$ cat src/rtl/kbd_pkg.sv
`default_nettype none
// ============================================================================
//  Module   : kbd_pkg
//  Purpose  : Shared definitions for the keyboard event scheduler: ps2_key
//             event field offsets, the Shift scancode, the scheduler state
//             encoding, the injected-character entry layout and an event
//             builder helper.
//  Ports    : none (package)
//  Revision : 1.0 - initial release
// ============================================================================
package kbd_pkg;

  // ps2_key event layout: [10] strobe toggle, [9] pressed, [8] extended,
  // [7:0] scancode
  localparam int STB = 10;
  localparam int PRS = 9;
  localparam int EXT = 8;

  localparam logic [7:0] SC_LSHIFT = 8'h12;

  typedef enum logic [2:0] {
    ST_IDLE     = 3'd0,
    ST_SHIFT_DN = 3'd1,
    ST_KEY_DN   = 3'd2,
    ST_HOLD     = 3'd3,
    ST_KEY_UP   = 3'd4,
    ST_SHIFT_UP = 3'd5,
    ST_GAP      = 3'd6
  } sched_state_t;

  typedef struct packed {
    logic       shift;
    logic       ext;
    logic [7:0] code;
  } inj_entry_t;

  localparam int INJ_W = $bits(inj_entry_t);

  // Build the 10-bit payload of an event (everything except the strobe).
  function automatic logic [PRS:0] mk_event(input logic       pressed,
                                            input logic       ext,
                                            input logic [7:0] code);
    logic [PRS:0] ev;
    ev      = '0;
    ev[PRS] = pressed;
    ev[EXT] = ext;
    ev[7:0] = code;
    return ev;
  endfunction

endpackage
`default_nettype wire

$ cat src/rtl/kbd_inj_fifo.sv
`default_nettype none
// ============================================================================
//  Module   : kbd_inj_fifo
//  Purpose  : Synchronous FIFO for injected characters with flush.
//             Full/empty are derived from read/write pointers carrying one
//             extra wrap bit. Push is ignored when full, pop when empty, and
//             both are ignored while flush is asserted.
//  Ports    : clk, reset (async, active-high), flush, push, din, pop,
//             dout (head entry, valid when !empty), full, empty
//  Revision : 1.0 - initial release
// ============================================================================
module kbd_inj_fifo #(
  parameter int DEPTH = 8,
  parameter int WIDTH = 10
) (
  input  logic             clk,
  input  logic             reset,
  input  logic             flush,
  input  logic             push,
  input  logic [WIDTH-1:0] din,
  input  logic             pop,
  output logic [WIDTH-1:0] dout,
  output logic             full,
  output logic             empty
);

  localparam int AW = (DEPTH < 2) ? 1 : $clog2(DEPTH);

  logic [AW:0]      wr_ptr;
  logic [AW:0]      rd_ptr;
  logic [WIDTH-1:0] mem [DEPTH];
  logic             do_push;
  logic             do_pop;

  assign empty   = (wr_ptr == rd_ptr);
  assign full    = (wr_ptr[AW] != rd_ptr[AW]) && (wr_ptr[AW-1:0] == rd_ptr[AW-1:0]);
  assign dout    = mem[rd_ptr[AW-1:0]];
  assign do_push = push & ~full & ~flush;
  assign do_pop  = pop & ~empty & ~flush;

  always_ff @(posedge clk or posedge reset) begin
    if (reset) begin
      wr_ptr <= '0;
      rd_ptr <= '0;
    end else if (flush) begin
      // Collapse to empty; the storage contents are simply abandoned.
      rd_ptr <= wr_ptr;
    end else begin
      if (do_push) wr_ptr <= wr_ptr + 1'b1;
      if (do_pop)  rd_ptr <= rd_ptr + 1'b1;
    end
  end

  always_ff @(posedge clk) begin
    if (do_push) mem[wr_ptr[AW-1:0]] <= din;
  end

endmodule
`default_nettype wire

$ cat src/rtl/kbd_event_scheduler.sv
`default_nettype none
// ============================================================================
//  Module   : kbd_event_scheduler
//  Purpose  : Merges live PS/2 key events with a queued stream of injected
//             characters into one ps2_key-format event stream. Injected
//             characters become timed press/hold/release sequences, wrapped
//             in Left-Shift press/release when requested. Live events always
//             win a same-cycle collision; the scheduler retries next cycle.
//  Ports    : clk, reset (async, active-high)
//             ps2_key_in[10:0]  live events (strobe toggle, pressed, ext, code)
//             inj_valid/inj_data[9:0]/inj_ready  injected char handshake
//             abort             flush queue and release any injected key
//             ps2_key_out[10:0] merged event stream
//             busy              queue non-empty or sequence in progress
//  Revision : 1.0 - initial release
// ============================================================================
module kbd_event_scheduler
  import kbd_pkg::*;
#(
  parameter logic [15:0] HOLD_CYCLES = 16'd50000,
  parameter logic [15:0] GAP_CYCLES  = 16'd50000,
  parameter int          FIFO_DEPTH  = 8
) (
  input  logic        clk,
  input  logic        reset,
  input  logic [10:0] ps2_key_in,
  input  logic        inj_valid,
  input  logic [9:0]  inj_data,
  output logic        inj_ready,
  input  logic        abort,
  output logic [10:0] ps2_key_out,
  output logic        busy
);

  localparam int MAX_CYCLES = (HOLD_CYCLES > GAP_CYCLES) ? int'(HOLD_CYCLES) : int'(GAP_CYCLES);
  localparam int TW         = (MAX_CYCLES < 1) ? 1 : $clog2(MAX_CYCLES + 1);

  // Press-to-release spacing is HOLD_CYCLES: the KEY_DN->HOLD and
  // HOLD->KEY_UP transitions each consume one of those cycles.
  localparam logic [TW-1:0] HOLD_LOAD = (HOLD_CYCLES > 16'd2) ? TW'(HOLD_CYCLES - 16'd2) : '0;
  localparam logic [TW-1:0] GAP_LOAD  = TW'(GAP_CYCLES);

  sched_state_t   state;
  inj_entry_t     cur;
  inj_entry_t     head;
  logic [TW-1:0]  timer;
  logic           stb_seen;
  logic           live;
  logic           fifo_full;
  logic           fifo_empty;
  logic           fifo_push;
  logic           fifo_pop;
  logic [INJ_W-1:0] fifo_dout;
  logic           want_emit;
  logic           fire;
  logic [PRS:0]   fsm_event;

  // Plain tracking register: it follows the strobe every cycle, including
  // while reset is held, so at reset release it already holds the current
  // strobe level and no spurious live event is seen.
  always_ff @(posedge clk) begin
    stb_seen <= ps2_key_in[STB];
  end

  assign live      = (ps2_key_in[STB] != stb_seen);
  assign inj_ready = ~fifo_full;
  assign fifo_push = inj_valid & inj_ready;
  assign fifo_pop  = (state == ST_IDLE) & ~fifo_empty & (timer == '0) & ~abort;
  assign head      = inj_entry_t'(fifo_dout);
  assign busy      = ~fifo_empty | (state != ST_IDLE);

  kbd_inj_fifo #(
    .DEPTH (FIFO_DEPTH),
    .WIDTH (INJ_W)
  ) u_fifo (
    .clk   (clk),
    .reset (reset),
    .flush (abort),
    .push  (fifo_push),
    .din   (inj_data),
    .pop   (fifo_pop),
    .dout  (fifo_dout),
    .full  (fifo_full),
    .empty (fifo_empty)
  );

  // Event the sequencer would like to emit this cycle. Abort in SHIFT_DN or
  // KEY_DN skips the pending press and jumps straight to the release path.
  always_comb begin
    want_emit = 1'b0;
    fsm_event = '0;
    case (state)
      ST_SHIFT_DN: begin
        want_emit = ~abort;
        fsm_event = mk_event(1'b1, 1'b0, SC_LSHIFT);
      end
      ST_KEY_DN: begin
        want_emit = ~abort;
        fsm_event = mk_event(1'b1, cur.ext, cur.code);
      end
      ST_KEY_UP: begin
        want_emit = 1'b1;
        fsm_event = mk_event(1'b0, cur.ext, cur.code);
      end
      ST_SHIFT_UP: begin
        want_emit = 1'b1;
        fsm_event = mk_event(1'b0, 1'b0, SC_LSHIFT);
      end
      default: begin
        want_emit = 1'b0;
        fsm_event = '0;
      end
    endcase
  end

  assign fire = want_emit & ~live;

  always_ff @(posedge clk or posedge reset) begin
    if (reset) begin
      state       <= ST_IDLE;
      cur         <= '0;
      timer       <= '0;
      ps2_key_out <= '0;
    end else begin
      if (live) begin
        ps2_key_out <= {~ps2_key_out[STB], ps2_key_in[PRS:0]};
      end else if (fire) begin
        ps2_key_out <= {~ps2_key_out[STB], fsm_event};
      end

      if (timer != '0) timer <= timer - TW'(1);
      // Live typing pushes the next injected character back, but never
      // stretches a key that is already being held.
      if (live && (state == ST_IDLE || state == ST_GAP)) timer <= GAP_LOAD;

      case (state)
        ST_IDLE: begin
          if (fifo_pop) begin
            cur   <= head;
            state <= head.shift ? ST_SHIFT_DN : ST_KEY_DN;
          end
        end
        ST_SHIFT_DN: begin
          if (abort)     state <= ST_SHIFT_UP;
          else if (fire) state <= ST_KEY_DN;
        end
        ST_KEY_DN: begin
          if (abort) begin
            state <= ST_KEY_UP;
          end else if (fire) begin
            timer <= HOLD_LOAD;
            state <= ST_HOLD;
          end
        end
        ST_HOLD: begin
          if (abort || timer == '0) state <= ST_KEY_UP;
        end
        ST_KEY_UP: begin
          if (fire) state <= cur.shift ? ST_SHIFT_UP : ST_GAP;
        end
        ST_SHIFT_UP: begin
          if (fire) state <= ST_GAP;
        end
        ST_GAP: begin
          timer <= GAP_LOAD;
          state <= ST_IDLE;
        end
        default: begin
          state <= ST_IDLE;
        end
      endcase
    end
  end

endmodule
`default_nettype wire

$ cat config.mk
export PLATFORM = sky130hd
export DESIGN_NAME = kbd_event_scheduler
export DESIGN_NICKNAME = d
export VERILOG_FILES = /design/src/rtl/kbd_pkg.sv /design/src/rtl/kbd_inj_fifo.sv /design/src/rtl/kbd_event_scheduler.sv
export SDC_FILE = /design/constraint.sdc
export NUM_CORES = 1
export LEC_CHECK = 0
export CAP_MARGIN = 20
export CORE_MARGIN = 2
export CORE_UTILIZATION = 50
export DETAILED_ROUTE_END_ITERATION = 16
export GPL_TIMING_DRIVEN = 0
export PLACE_DENSITY = 0.69
export RECOVER_POWER = 25
export SYNTH_ARGS = -nofsm -noshare
export SYNTH_HDL_FRONTEND = slang
export SYNTH_SLANG_ARGS = --single-unit
$ cat constraint.sdc
create_clock -name clk -period 2.4 [get_ports clk]
set_clock_uncertainty 0.2 [all_clocks]
set_input_delay 0.6 -clock clk [delete_from_list [all_inputs] [get_ports clk]]
set_output_delay 0.6 -clock clk [all_outputs]
set_load 0.02 [all_outputs]
==> out/metrics.cfg, run 1 <==
[timing]
period_minus_slack_ns=2.46
setup-tns-final_ns=-0.0672
slew_viol_final=0
slew-limit-headroom_pct=44.3
fmax_mhz=406
rsz0062_at_grt=true
max_slew.worst_pin.slew_ns=0.835
timing.hold.ws_ns=0.267
setup_slack_ns=-0.0645
hold_violations=0
finalSetupViolCount=2
fin_crit_sh_pct=103

[drt]
viasPerCell=5.72
routedWlPerCell_um=18.5
vias=3624
drt_iter0_drc=292
dr.pass1.iters=5
drc_errors=0
drt_wl_total_um=11700
antenna_left=0

[yosys]
synth-async-reset-ratio_pct=37.2
synth_flop_cell=edfxtp_1
ys_ff_latch=129
syn_area_um2=5600
synthDistinctLibCells=50
ys_seq_area_share_pct=64.7
postSynthCellCount=406
syn_avg_cell_area_um2=13.8
syn_nets=434
ys_warn_count=0
synth_edf_count=80

[critical_path]
critPathRequiredTime_ns=1.60
slowest_stage=dfrtp_1
ff2ff_path_depth=7
path_cells=clkbuf_8, nor3_4, nand2b_4, buf_6
crit_start=state[1]
critPathKind=register to output port
worstReg2RegEnd=state[1]
cp-end-kind=output port
critPathMaxFanout=10
rrSetupSlack_ns=0.11
slowest_delay_ns=0.48
startpoint_type=register
cp.arrival_ns=1.66
r2r_start=timer[12]

[cells_and_area]
final_cells=634
final_util_pct=65.1
diodes=0
nets=510
syn2layout_area_growth_pct=26.7
finish.instance_area_um2=7090
drive_above_1_share_pct=23.9

[placement]
place_inst=586
gp_congestion=0.891
dp_hpwl_um=7240
io_buffers=37
place_area_um2=6200

[clock_tree]
htreeDepth=4
tritoncts=yes
cts_root_buffer=clkbuf_8
cts_num_sinks=129
cts_buffers=17
path_clk_slew_ns=0.06
postCtsHoldBufs=0
cts_buffer_depth=2
clock_latency_ns=0.53

[worst_hold_path]
min_to=ps2_key_out[10]
min_path_cells=1
hold_start=ps2_key_out[10]
worstHoldPathType=register to register

[pwr]
p_leak_nw=2.58
ir_drop_v=0.000883
power.density_nw_per_um2=1120

[die]
core_area_um2=10900
initial_core_util_pct=51.4
die_h_um=110
row_count=38
fp.dieArea_um2=12100
ios=38
fp.dieW_um=110

[grt]
grt_max_degree=36
track_usage_pct=20.5
grt_pass1_vias=3418
gr-total-overflow=0
antenna_found_initial=0
grt_pass1_wl_um=17900

[outcome]
violations=negative setup slack
status=complete, but fails checks

[flow_run]
max-cap-violations=0

-- worst max-delay path: cells and delay by family (launching register included) --
family                 cells  cell delay, ns
buffers and inverters      2            0.35
AND/OR/NAND/NOR            2            0.32
flip-flops                 1            0.48
-- per-layer routing --
| layer | GRT usage [%] | wire, um |
|---|---|---|
| met1 | 28.4 | 5110 |
| met2 | 31.5 | 5640 |
| met3 | 5.87 | 776 |
| met4 | 6.87 | 178 |
| met5 | 0 | 0 |
-- metrics by stage --
stage	worst slack (ns)	total power, mW
global route	-0.133	8.38
detailed placement	-1.01	5.17
floorplan	-0.136	4.49
finish	-0.0645	7.97
global placement	-1.14	5.10
CTS	-0.0978	7.88
-- Yosys cell counts (3+ instances only) --
master | instances | area [um2]
edfxtp_1 | 80 | 2400
dfrtp_1 | 48 | 1200
nand2_1 | 35 | 131
nor2_1 | 33 | 124
mux4_2 | 20 | 450
o21ai_0 | 18 | 90.1
clkbuf_1 | 17 | 63.8
xor2_1 | 16 | 140
a21oi_1 | 15 | 75.1
inv_1 | 14 | 52.6
mux2i_1 | 11 | 110
nor3_1 | 9 | 45.0
nand3_1 | 7 | 35.0
o22ai_1 | 7 | 43.8
xnor2_1 | 7 | 61.3
nand2b_1 | 6 | 37.5
nand4_1 | 5 | 31.3
nor2b_1 | 5 | 31.3
a21o_1 | 4 | 30.0
o31ai_1 | 4 | 30.0
buf_2 | 3 | 15.0
ha_1 | 3 | 37.5
nand3b_1 | 3 | 22.5
nand4b_1 | 3 | 26.3
o21a_1 | 3 | 22.5
-- layout make-up --
class | instances | area (um2)
Inverter | 14 | 52.6
Sequential cell | 129 | 3630
Multi-Input combinational cell | 243 | 1990
Clock inverter | 13 | 138
Tap cell | 140 | 175
Timing Repair Buffer | 62 | 606
Buffer | 15 | 83.8
Fill cell | 800 | 3790
Clock buffer | 18 | 418
-- power by group --
group | switching [mW] | leakage, nW | internal, mW | total (mW)
clock network | 0.932 | 0.267 | 1.47 | 2.40
logic | 1.39 | 0.994 | 1.23 | 2.62
registers | 0.244 | 1.32 | 2.70 | 2.95
total | 2.57 | 2.58 | 5.40 | 7.97
-- cells by family (layout without fill, tap and decap cells) --
kind of cell | count (synthesis) | after routing | synth area share [%]
simple gates | 119 | 120 | 11.0
compound gates | 64 | 64 | 7.09
xor+xnor | 23 | 23 | 3.60
mux | 33 | 33 | 10.4
flops | 129 | 129 | 64.7
buf+inv | 35 | 122 | 2.48
fa+ha+maj | 3 | 3 | 0.671
-- cell usage in the layout (no fill, tap or decap), drive strengths merged, types with 7 or more instances in the layout --
cell           count
a21oi             15
buf               30
clkbuf            30
clkdlybuf4s50     25
dfrtp             48
dlygate4sd3       10
edfxtp            80
inv               16
mux2i             11
mux4              20
nand2             35
nand3              9
nor2              33
nor3               9
o21ai             18
o22ai              7
xnor2              7
xor2              16
-- worst max path at each step --
stage	endpoint	slack [ns]	cells after the start
2_1_floorplan	u_fifo.mem[1][0]	-0.14	6
3_3_place_gp	u_fifo.mem[2][6]	-1.14	4
3_5_place_dp	u_fifo.mem[4][6]	-1.01	5
4_1_cts	busy	-0.1	5
5_1_grt	busy	-0.13	4
6_report	busy	-0.06	4
-- state kept, by name, indices dropped and copies added (netlist names) --
name           cells
cur               10
ps2_key_out       11
state              3
stb_seen           1
timer             16
u_fifo.mem        80
u_fifo.rd_ptr      4
u_fifo.wr_ptr      4
-- what timing repair did --
action | 4_1_cts | 5_1_grt
gates cloned | 0 | 1
buffers inserted | 16 | 8
gates resized for setup | 41 | 15
setup endpoints to repair | 74 | 35
pin swaps | 6 | 8
No activity file was read; power rests on OpenSTA's default activity.
==> inputs of run 2 (changes only) <==
SYNTH_HIERARCHICAL = 1   (was not set)
==> run 2 against run 1 <==
Effect of this change: the flow still finishes with violations (negative setup slack); synthesized area is 7.5% higher; sequential cell count stayed put; sequential share of layout area fell by 5.8 points; maximum frequency decreased by 0.89%; non-clock buffer count increased by 31; clock power is 9.6% higher; critical path depth increased by 2; combinational power rose by 8.0%; count of clock-buffer cells in the layout decreased by 1; synthesized cell count rose by 1.5%; final cell count up 6.9%; global-route usage grew 2.1 points; critical endpoint unchanged.
==> out/metrics.cfg, run 2 <==
[clock_tree]
cts_buffer_depth=2  ; unchanged
cts_root_buffer=clkbuf_16
path_clk_slew_ns=0.06  ; about the same
tritoncts=yes
cts_num_sinks=129  ; unchanged
htreeDepth=4  ; unchanged
cts_buffers=17  ; unchanged
postCtsHoldBufs=0  ; unchanged
clock_latency_ns=0.43  ; -0.10 ns

[outcome]
violations=negative setup slack
status=complete, but fails checks

[critical_path]
rrSetupSlack_ns=-0.07  ; -0.18 ns
cpMostUsedCell=buf_6
critPathRequiredTime_ns=1.60  ; about the same
cp-end-kind=output port
critPathBufInv=2  ; unchanged
r2r_start=u_fifo/rd_ptr[0]
slowest_delay_ns=0.41  ; -0.07 ns
critPathMaxFanout=6  ; -4
cp.arrival_ns=1.69  ; +0.03 ns
critPathKind=register to output port
worstReg2RegEnd=state[0]
crit_start=u_fifo/wr_ptr[0]
ff2ff_path_depth=8  ; +1
path_cells=buf_6, xnor2_4, nand3_4, nor2_4, nand3_2, buf_6
critical_path.top_delay_family=flip-flops
slowest_stage=dfrtp_1
startpoint_type=register

[cells_and_area]
fillerInstances=802  ; +0.25%
drive_above_1_share_pct=38.2  ; +14 points
final_cells=678  ; +6.9%
final_util_pct=67.5  ; +2.3 points
diodes=0  ; unchanged
nets=547  ; +7.3%
final_cell_mix=edfxtp_1, dfrtp_1, buf_4, clkdlybuf4s50_1, mux4_2
syn2layout_area_growth_pct=32.9
largest_reg_flops=80  ; unchanged
final_common_cell=edfxtp_1

[timing]
finalSetupViolCount=37  ; +35
setup_slack_ns=-0.0867  ; -0.0222 ns
rsz0062_at_grt=true
period_minus_slack_ns=2.49  ; +0.0222 ns
fin_crit_sh_pct=104  ; +0.92 points
slew_viol_final=0  ; unchanged
max_slew.worst_pin.slew_ns=0.843  ; +0.00814 ns
fmax_mhz=402  ; -0.89%
setup-tns-final_ns=-0.814  ; -0.747 ns
hold_violations=0  ; unchanged
slew-limit-headroom_pct=43.7  ; -0.62 points

[yosys]
ys_seq_area_share_pct=60.2  ; -4.5 points
synth_edf_count=80  ; unchanged
synth_flop_cell=edfxtp_1
synthTopCellsByCount=edfxtp_1, dfrtp_1, mux4_2
syn_nets=441  ; +1.6%
ys_warn_count=6  ; +6
synthDistinctLibCells=69  ; +38%
yosys.area.top_type_share_pct=39.9  ; -3.0 points
synth_most_common_cell=edfxtp_1
ys_ff_latch=129  ; unchanged
synth.area.top_cells=edfxtp_1, dfrtp_1, mux4_2
synth_top_area_cell=edfxtp_1
syn_avg_cell_area_um2=14.6  ; +6.0%
synth-async-reset-ratio_pct=37.2  ; unchanged
postSynthCellCount=412  ; +1.5%
syn_area_um2=6020  ; +7.5%

[grt]
grt_pass1_wl_um=22000  ; +23%
grt_pass1_vias=4079  ; +19%
antenna_found_initial=0  ; unchanged
gr-total-overflow=0  ; unchanged
track_usage_pct=22.7  ; +2.1 points
grt_max_degree=41  ; +14%

[flow_run]
max-cap-violations=0  ; unchanged

[drt]
drc_errors=0  ; unchanged
antenna_left=0  ; unchanged
drt_iter0_drc=290  ; -0.68%
dr.pass1.iters=4  ; -1
routedWlPerCell_um=19.9  ; +7.7%
viasPerCell=5.91  ; +3.4%
vias=4006  ; +11%
drt_wl_total_um=13500  ; +15%

[die]
die_h_um=114  ; +3.6%
row_count=40  ; +5.3%
fp.dieW_um=114  ; +3.6%
core_area_um2=11900  ; +8.9%
ios=38  ; unchanged
initial_core_util_pct=50.7  ; -0.66 points
fp.dieArea_um2=12900  ; +7.2%

[worst_hold_path]
hold_start=ps2_key_out[10]
worstHoldPathType=register to register
min_to=ps2_key_out[10]
min_path_cells=1  ; unchanged

[pwr]
p_total_mw=8.27  ; +3.7%
ir_drop_v=0.000655  ; -26%
power.density_nw_per_um2=1030  ; -8.1%
p_leak_nw=3.01  ; +17%

[placement]
dp_slack_ns=-1.06  ; -0.0533 ns
gp_congestion=0.816  ; -8.5%
io_buffers=37  ; unchanged
place_inst=598  ; +2.0%
dp_hpwl_um=8090  ; +12%

## run 2: cell count changes in the layout (fill, tap and decap cells not counted), sizes merged, moves of 9 or more
| cell | before | now |
|---|---|---|
| nor2 | 33 | 19 |
| buf | 30 | 67 |
| mux2 | 2 | 24 |
| xor2 | 16 | 4 |
| a221o | 0 | 10 |
| nand2 | 35 | 16 |
| and3 | 0 | 9 |
| mux2i | 11 | 2 |
## run 2: what timing repair did
action | CTS | global route
setup buffers | 39 | 11
pin swaps | 25 | 13
gates resized for setup | 67 | 16
endpoints found under the setup margin | 102 | 107
## run 2: area by class of cell
class / count / area, um2 / share of cell area, %
plain buffers: 19 / 164 / 2.05
repair buffers: 89 / 893 / 11.2
flip-flops and latches: 129 / 3630 / 45.3
multi-input cells: 248 / 2460 / 30.7
clock inverters: 15 / 186 / 2.33
clock buffers: 17 / 425 / 5.32
well taps: 147 / 184 / 2.30
inverters: 14 / 60.1 / 0.751
## run 2: metal layers
layer  share of wire [%]  up-vias  track usage (%)
li1                    -     1836                -
met1                  44     2047             28.8
met2                  51      104             38.6
met3                 3.9       19             5.37
met4                 1.6        0             7.89
met5                   0        -                0
## run 2: per-stage QoR
step                      hold slack, ns  instance area [um2]
after global routing               0.287                 8000
final                              0.278                 8000
after floorplan                    0.216                 6060
after CTS                          0.280                 7870
after global placement             0.263                 6620
after detailed placement           0.268                 6640
## run 2: cells by family after synthesis
family	synth area share [%]
buffers and inverters	3.30
and+or+nand+nor	12.3
muxes	12.9
AOI/OAI and AO/OA	7.98
adders and majority gates	0.831
DFF	60.2
xor gates and xnor gates	2.47
## run 2: worst register-to-register path: stages, from the launching register on
cell and delay (ns):
dfrtp_1 0.38, buf_6 0.17, buf_12 0.11, mux4_2 0.50
mux2_4 0.30, mux2_2 0.27, a211oi_2 0.17, o211ai_1 0.11
o211a_1 0.15
## run 2: power by group
group	internal [mW]	switching, mW	leakage [nW]
Combinational	1.47	1.36	1.38
Clock	1.50	1.13	0.297
Sequential	2.62	0.190	1.33
Total	5.59	2.68	3.01
## run 2: how the worst max path moves through the flow
| stage | slack, ns | to | cells after the start |
|---|---|---|---|
| 2_1_floorplan | -0.14 | u_fifo/mem[1][0] | 9 |
| 3_3_place_gp | -1.0 | u_fifo/mem[5][3] | 5 |
| 3_5_place_dp | -1.06 | u_fifo/mem[4][3] | 5 |
| 4_1_cts | -0.10 | busy | 6 |
| 5_1_grt | -0.18 | busy | 6 |
| 6_report | -0.09 | busy | 6 |
==> inputs of run 3 (changes only) <==
SETUP_SLACK_MARGIN = 0.05   (was not set)
SLEW_MARGIN = 5   (was not set)
==> run 3 against run 2 <==
Effect of this change: the run still ends with negative setup slack left; hold slack got worse by 0.0012 ns; combinational power rose by 1%; final cell count fell by 0.15%; maximum frequency fell by 0.13%; die area did not move; sequential share of layout area rose by 0.26 points; critical path type unchanged; critical endpoint unchanged; largest power group unchanged.
==> out/metrics.cfg, run 3 (synthesized netlist as in run 2, its figures left out) <==
[outcome]
status=complete, but fails checks
violations=negative setup slack

[cells_and_area]
largest_reg_flops=80  ; unchanged
nets=546  ; -0.18%
finish.instance_area_um2=7950  ; -0.61%
final_common_cell=edfxtp_1
final_cell_mix=edfxtp_1, dfrtp_1, buf_4, clkdlybuf4s50_1, buf_6
drive_above_1_share_pct=37.4  ; -0.87 points
diodes=0  ; unchanged
final_util_pct=67.0  ; -0.41 points
syn2layout_area_growth_pct=32.1

[timing]
finalSetupViolCount=24  ; -35%
rsz0062_at_grt=true
max_slew.worst_pin.slew_ns=0.848  ; +0.00512 ns
fin_crit_sh_pct=104  ; +0.13 points
setup_slack_ns=-0.0898  ; -0.00315 ns
slew_viol_final=0  ; unchanged
hold_violations=0  ; unchanged
period_minus_slack_ns=2.49  ; +0.00315 ns
fmax_mhz=402  ; -0.13%
slew-limit-headroom_pct=43.0  ; -0.69 points

[critical_path]
cp-end-kind=output port
cp.arrival_ns=1.69  ; about the same
critPathKind=register to output port
critPathRequiredTime_ns=1.60  ; about the same
critPathMaxFanout=4  ; -2
startpoint_type=register

[clock_tree]
path_clk_slew_ns=0.06  ; about the same
cts_buffer_depth=2  ; unchanged
clock_latency_ns=0.41  ; -0.02 ns
htreeDepth=4  ; unchanged
cts_num_sinks=129  ; unchanged
cts_buffers=17  ; unchanged
cts_root_buffer=clkbuf_16
tritoncts=yes

[pwr]
p_total_mw=8.23  ; -0.47%
power.density_nw_per_um2=1030  ; +0.15%
p_leak_nw=2.99  ; -0.71%
ir_drop_v=0.000569  ; -13%

[grt]
grt_pass1_vias=4052  ; -0.66%
grt_pass1_wl_um=21700  ; -1.1%
grt_max_degree=41  ; unchanged
gr-total-overflow=0  ; unchanged
antenna_found_initial=0  ; unchanged
track_usage_pct=22.3  ; -0.37 points

[drt]
dr.pass1.iters=5  ; +1
vias=3964  ; -1.0%
antenna_left=0  ; unchanged
drt_iter0_drc=341  ; +18%
viasPerCell=5.86  ; -0.90%
routedWlPerCell_um=20.0  ; +0.53%
drc_errors=0  ; unchanged
drt_wl_total_um=13500  ; +0.39%

[placement]
dp_hpwl_um=7920  ; -2.0%
gp_congestion=0.831  ; +1.9%
io_buffers=37  ; unchanged
dp_slack_ns=-0.771  ; +0.292 ns
place_area_um2=6680  ; +0.64%

[die]
fp.dieArea_um2=12900  ; unchanged
fp.dieW_um=114  ; unchanged
ios=38  ; unchanged
die_h_um=114  ; unchanged
row_count=40  ; unchanged
core_area_um2=11900  ; unchanged
initial_core_util_pct=50.7  ; unchanged

[flow_run]
max-cap-violations=0  ; unchanged

[worst_hold_path]
worstHoldPathType=register to register

## run 3: cell types whose count changed in the layout (fill, tap and decap cells not counted), moves of 2 or more
cell      previous run  this run
buf_12               9         5
buf_6               16        21
inv_8                6         2
buf_4               41        38
inv_6                5         7
clkinv_8             3         0
nor3_2               0         2
## run 3: layer usage
layer  GRT usage [%]  share of wire [%]  vias to the layer above
met5               0                  0                        -
met4            6.26                1.2                        0
met3            5.74                4.9                       12
met2            37.3                 52                      129
met1            29.3                 42                     2000
li1                -                  -                     1823
## run 3: repair_timing
item                                    in CTS  in global routing
gates resized for setup                     46                 24
setup buffers                               41                 10
pin swaps                                   20                 13
hold buffers                                 0                  0
gates cloned                                 1                  1
endpoints found under the setup margin     104                 95
## run 3: cell type report
type	count	area (um2)
Buffer	19	156
Tap cell	147	184
Clock buffer	17	425
Fill cell	815	3910
Inverter	14	55.1
Timing Repair Buffer	88	871
Clock inverter	15	169
Sequential cell	129	3630
Multi-Input combinational cell	248	2460
## run 3: path summary, 6_finish.rpt
path	start	end	slack (ns)	cells past startpoint
max in group asynchronous	reset	ps2_key_out[0]	0.83	2
worst max-delay path	u_fifo/wr_ptr[0]	busy	-0.09	6
worst min-delay path	ps2_key_out[10]	ps2_key_out[10]	0.28	1
worst max register to register	u_fifo/wr_ptr[0]	u_fifo/mem[5][5]	-0.06	11
min in group asynchronous	reset	u_fifo/wr_ptr[0]	0.43	2
worst min register to register	ps2_key_out[10]	ps2_key_out[10]	0.28	1
## run 3: through the flow
step                std cells  hold WS, ns  TNS [ns]
floorplan                 412        0.216    -0.869
global placement          596        0.264    -75.13
detailed placement        596        0.269    -68.62
CTS                       669        0.278    -0.204
global route              677        0.322     -4.47
finish                    677        0.276    -0.876
## run 3: critical path: stages (launching register included)
cell and delay [ns]:
dfrtp_1 0.40, buf_6 0.14, xnor2_4 0.19, nand3_4 0.15, nor2_4 0.15, nand3_2 0.10, buf_6 0.15
## run 3: power by group
part	switching (mW)	total, mW	internal (mW)
Sequential	0.172	2.79	2.62
Combinational	1.41	2.87	1.47
Clock	1.01	2.57	1.56
Total	2.58	8.23	5.65
